`src/rtl/decode.sv`:
```
// MIPS ID stage: register file, main control, sign extension and the ID/EX register.
// Define REGFILE_BYPASS_EN for write-through of a same-edge WB write into the rs/rt read data.
module decode #(
  parameter int          REG_COUNT = 32,
  parameter logic [31:0] RESET_PC  = 32'h0000_0000
) (
  input  logic        clk,
  input  logic        rst,
  input  logic [31:0] if_id_instr,
  input  logic [31:0] if_id_npc,
  input  logic        id_flush,
  input  logic        mem_wb_reg_write,
  input  logic [4:0]  mem_wb_write_reg,
  input  logic [31:0] mem_wb_write_data,
  output logic [31:0] id_ex_npc,
  output logic [31:0] id_ex_rs_data,
  output logic [31:0] id_ex_rt_data,
  output logic [31:0] id_ex_sign_ext,
  output logic [4:0]  id_ex_rt,
  output logic [4:0]  id_ex_rd,
  output logic [1:0]  id_ex_wb,
  output logic [2:0]  id_ex_m,
  output logic [3:0]  id_ex_ex
);

  localparam logic [5:0] OP_RTYPE = 6'h00;
  localparam logic [5:0] OP_LW    = 6'h23;
  localparam logic [5:0] OP_SW    = 6'h2B;
  localparam logic [5:0] OP_BEQ   = 6'h04;

  logic [31:0] r_regs [REG_COUNT];

  logic [5:0]  w_opcode;
  logic [4:0]  w_rs;
  logic [4:0]  w_rt;
  logic [4:0]  w_rd;
  logic [15:0] w_imm;
  logic [31:0] w_sign_ext;
  logic        w_wr_en;
  logic [31:0] w_rs_data;
  logic [31:0] w_rt_data;
  logic [3:0]  w_ex;
  logic [2:0]  w_m;
  logic [1:0]  w_wb;

  assign w_opcode   = if_id_instr[31:26];
  assign w_rs       = if_id_instr[25:21];
  assign w_rt       = if_id_instr[20:16];
  assign w_rd       = if_id_instr[15:11];
  assign w_imm      = if_id_instr[15:0];
  assign w_sign_ext = {{16{w_imm[15]}}, w_imm};
  assign w_wr_en    = mem_wb_reg_write && (mem_wb_write_reg != 5'd0);

`ifdef REGFILE_BYPASS_EN
  assign w_rs_data = (w_rs == 5'd0) ? 32'h0 :
                     (w_wr_en && (mem_wb_write_reg == w_rs)) ? mem_wb_write_data : r_regs[w_rs];
  assign w_rt_data = (w_rt == 5'd0) ? 32'h0 :
                     (w_wr_en && (mem_wb_write_reg == w_rt)) ? mem_wb_write_data : r_regs[w_rt];
`else
  assign w_rs_data = (w_rs == 5'd0) ? 32'h0 : r_regs[w_rs];
  assign w_rt_data = (w_rt == 5'd0) ? 32'h0 : r_regs[w_rt];
`endif

  // Flush and unknown opcodes both produce an all-zero control bubble.
  always_comb begin
    w_ex = 4'b0000;
    w_m  = 3'b000;
    w_wb = 2'b00;
    if (!id_flush) begin
      case (w_opcode)
        OP_RTYPE: begin w_ex = 4'b1100; w_m = 3'b000; w_wb = 2'b10; end
        OP_LW:    begin w_ex = 4'b0001; w_m = 3'b010; w_wb = 2'b11; end
        OP_SW:    begin w_ex = 4'b0001; w_m = 3'b001; w_wb = 2'b00; end
        OP_BEQ:   begin w_ex = 4'b0010; w_m = 3'b100; w_wb = 2'b00; end
        default:  begin w_ex = 4'b0000; w_m = 3'b000; w_wb = 2'b00; end
      endcase
    end
  end

  always_ff @(posedge clk or posedge rst) begin
    if (rst) begin
      for (int i = 0; i < REG_COUNT; i++) r_regs[i] <= 32'h0;
    end else if (w_wr_en) begin
      r_regs[mem_wb_write_reg] <= mem_wb_write_data;
    end
  end

  always_ff @(posedge clk or posedge rst) begin
    if (rst) begin
      id_ex_npc      <= RESET_PC;
      id_ex_rs_data  <= 32'h0;
      id_ex_rt_data  <= 32'h0;
      id_ex_sign_ext <= 32'h0;
      id_ex_rt       <= 5'd0;
      id_ex_rd       <= 5'd0;
      id_ex_wb       <= 2'b00;
      id_ex_m        <= 3'b000;
      id_ex_ex       <= 4'b0000;
    end else begin
      id_ex_npc      <= if_id_npc;
      id_ex_rs_data  <= w_rs_data;
      id_ex_rt_data  <= w_rt_data;
      id_ex_sign_ext <= w_sign_ext;
      id_ex_rt       <= w_rt;
      id_ex_rd       <= w_rd;
      id_ex_wb       <= w_wb;
      id_ex_m        <= w_m;
      id_ex_ex       <= w_ex;
    end
  end

endmodule
```
`config.mk`:
```
export PLATFORM = sky130hd
export DESIGN_NAME = decode
export DESIGN_NICKNAME = d
export VERILOG_FILES = /design/src/rtl/decode.sv
export SDC_FILE = /design/constraint.sdc
export NUM_CORES = 2
export LEC_CHECK = 0
export CORE_MARGIN = 2
export CORE_UTILIZATION = 39
export CTS_CLUSTER_SIZE = 24
export DETAILED_ROUTE_END_ITERATION = 8
export GPL_TIMING_DRIVEN = 0
export PLACE_DENSITY = 0.56
export SYNTH_ARGS = -nofsm -noshare
export SYNTH_HDL_FRONTEND = slang
export SYNTH_SLANG_ARGS = --single-unit
```
`constraint.sdc`:
```
create_clock -name clk -period 68.4 [get_ports clk]
set_input_delay 17.1 -clock clk [delete_from_list [all_inputs] [get_ports clk]]
set_output_delay 17.1 -clock clk [all_outputs]
set_load 0.05 [all_outputs]
```
==> summary.md <==
| Metric | Value |
|---|---|
| Outcome | complete, no violations |
| Layout cell share with drive strength beyond 1 | 0.433 |
| Seq cells post-synth | between 1000 and 1500 |
| Post-synth cell types | 37 |
| Fin util | 0.459 |
| Clock Tree Buf Depth | 3 |
| Post-Syn Nets | approximately 4000 |
| Syn_area_per_cell | 15.3 um2 |
| Leakage power | 28.9 nW |
| Port bufs | 247 |
| DR vias | around 39000 |
| Hold path start | r_regs[1020] |
| Die height | between 300 and 400 um |
| Clock transition at path regs | approximately 60 ps |
| Vias in the first global route | between 30000 and 40000 |
| Via density | 6.20 |
| Io pins | approximately 250 |
| Fmax | roughly 0.048 GHz |
| Worst Hold Endpoint | r_regs[1020] |
| Synth Cell Area | just under 60000 um2 |
| Largest net degree at the start of global routing | around 120 |
| Clk_skew | approximately 38 ps |
| Detailed placement HPWL | 153 mm |
| Commonest cells after routing, fill and taps aside | dfrtp_1 (1148), mux2_2 (955), mux4_2 (448) |
| Total Power | 0.00208 W |
| DRC viols | 0 |
| CP endpoint kind | flop |
| Nets | 4285 |
| # clock sinks | 1148 |
| GP Congestion | around 0.94 |
| Drt wl/cell | 34.6 um |
| Row count | about 140 |
| Final hold vios | 0 |
| Drt first pass iters | 5 |
| Die area | around 150000 um2 |
| Area growth from synthesis to layout | 17.1% |
| CTS tree | built |
| Slew @ Worst Pin | about 1400 ps |
| CTS buffer count | between 100 and 150 |
| Reg-to-reg endpoint | id_ex_rs_data[12] |
| R2r setup slk | 65780 ps |
| Post-synth ARST share | 1.00 |
| Ys Warns | 0 |
| Synthesized instance count | 3783 |
| Setup Buffers After CTS | 0 |
| Initial core utilization | 0.392 |
| Setup tns final | 0 ps |
| Core area | between 100000 and 150000 um2 |
| WS Path Type | input port to flop |
| CTS root buf | clkbuf_16 |
| Ys flop type | dfrtp_1 |
| Post_cts resized | 0 |
| Cts hold-fix bufs | 0 |
| Total track usage | 0.285 |
| Worst EP required | 68960 ps |
| Worst Hold Depth | 1 |
| Cell count of the worst reg-to-reg path | 4 |
| Worst r2r src | r_regs[652] |
| Iter 0 DRT Violations | 3943 |
| Total gr overflow | 0 |
| Most frequent CP cell | buf_2 |
| Final min period | roughly 21000 ps |
| Sequential area share after synthesis | 0.498 |
| H-tree levels | 4 |
| CP cell instances | clkdlybuf4s50_1 -> buf_2 -> inv_1 -> buf_2 -> buf_2 -> clkbuf_1 -> o21ai_0 -> a311oi_1 |
| Drt total wl | 216 mm |
| Global-route wire length before repair | approximately 300 mm |
| Peak per-stage delay on the critical path | 1130 ps |
| Setup-failing EPs final | 0 |
| RSZ-0062 raised after global routing | no |
| Clock Latency Late Sink | 790 ps |
| Commonest non-fill, non-tap cell in the layout | dfrtp_1 |
| Startpoint types | input port |
| Die width | between 300 and 400 um |
| Worst vdd ir | ~0.000017 V |
| CP startpoint | if_id_instr[16] |
| Critical path arrival | 21420 ps |
| Antenna violations before repair | 12 |
| Slew headroom | 0.0961 |
| Max cap viols | 0 |
| Crit path max-delay cell type | a311oi_1 |
| Post-synth EDFFs | 0 |
| Worst min path class | flop to flop |
| Fillcell total | 13101 |
| CP max FO | 10 |
| Pins Over Slew Limit | 0 |
| Pwr Density | 30.7 nW/um2 |
| Post-route clock period utilization | 0.305 |
| Final ANT Viol Nets | 0 |
[cells by family (layout without fill, tap and decap cells)]
family	after synthesis	in the layout	synth area share
buffers and inverters	456	958	0.0372
AO/OA/AOI/OAI	367	367	0.0457
multiplexers	1632	1632	0.403
flip-flops	1148	1148	0.498
other	0	13	0
AND/OR/NAND/NOR	180	180	0.0167
[worst max-delay path by stage]
stage / end / slack (ps) / cells after the start
detailed placement: id_ex_rt_data[14] / 46940 / 8
finish: id_ex_rt_data[0] / 47540 / 8
global placement: id_ex_npc[25] / 3630 / 2
CTS: id_ex_rt_data[0] / 47750 / 8
global route: id_ex_rt_data[0] / 47500 / 8
floorplan: id_ex_ex[0] / 18970 / 1
[layer usage]
metal,routed length (um),track usage,vias up
met5,24,0,-
met4,7910,0.102,4
met3,22800,0.0889,390
met2,94700,0.417,1912
met1,90300,0.398,20913
li1,-,-,15375
[where the power goes]
part | switching, W | total, W | leakage [nW] | internal, W
logic | 0.000203 | 0.000426 | 11.9 | 0.000223
clock network | 0.000305 | 0.000762 | 2.31 | 0.000457
registers | 0.0000869 | 0.000889 | 14.6 | 0.000802
total | 0.000595 | 0.00208 | 28.9 | 0.00148
[state kept, by name, summed over array words and instances (netlist names)]
name	count
id_ex_wb	1
id_ex_rd	5
id_ex_rt	5
id_ex_rs_data	32
id_ex_rt_data	32
r_regs	1024
id_ex_m	3
id_ex_npc	32
id_ex_ex	3
id_ex_sign_ext	11
[metrics by stage]
step	cell area, um2	worst slack (ps)	cells	hold slack, ps
CTS	67600	47750	6215	480
finish	67600	47540	6228	479
global placement	62600	3630	5960	457
global route	67600	47500	6215	494
detailed placement	62900	46940	5970	464
floorplan	57700	18970	3783	441
[critical path: cells and delay by family]
kind	cells	cell delay, ps
AO/OA/AOI/OAI	2	1510
buffers and inverters	6	2770
[synth_stat cells, types with 5 or more instances]
library cell / n / area share
mux2_2: 955 / 0.19
nor2_1: 15 / 0.00098
a311oi_1: 64 / 0.0097
a22oi_1: 64 / 0.0083
o2111ai_1: 17 / 0.0026
a221oi_1: 47 / 0.0071
buf_4: 61 / 0.0079
clkbuf_1: 223 / 0.014
mux2i_1: 128 / 0.022
nor3_1: 6 / 0.00052
buf_1: 17 / 0.0011
nand2_1: 55 / 0.0036
o21ai_0: 101 / 0.0088
nor2b_1: 76 / 0.0082
o21ai_1: 10 / 0.00087
dfrtp_1: 1148 / 0.50
a211oi_1: 64 / 0.0083
mux4_2: 448 / 0.17
and2_1: 5 / 0.00054
mux2_1: 101 / 0.020
buf_2: 147 / 0.013
[cell type report]
type	instances	area [um2]	area share
repair buffers	257	2750	0.0406
diodes	13	32.5	0.000481
clock inverters	39	454	0.00672
clock buffers	206	4230	0.0625
plain buffers	453	2140	0.0317
multi-input cells	2179	26900	0.397
flip-flops and latches	1148	28700	0.425
inverters	3	18.8	0.000277
well taps	1930	2410	0.0357
(Power assumes the default switching activity.)
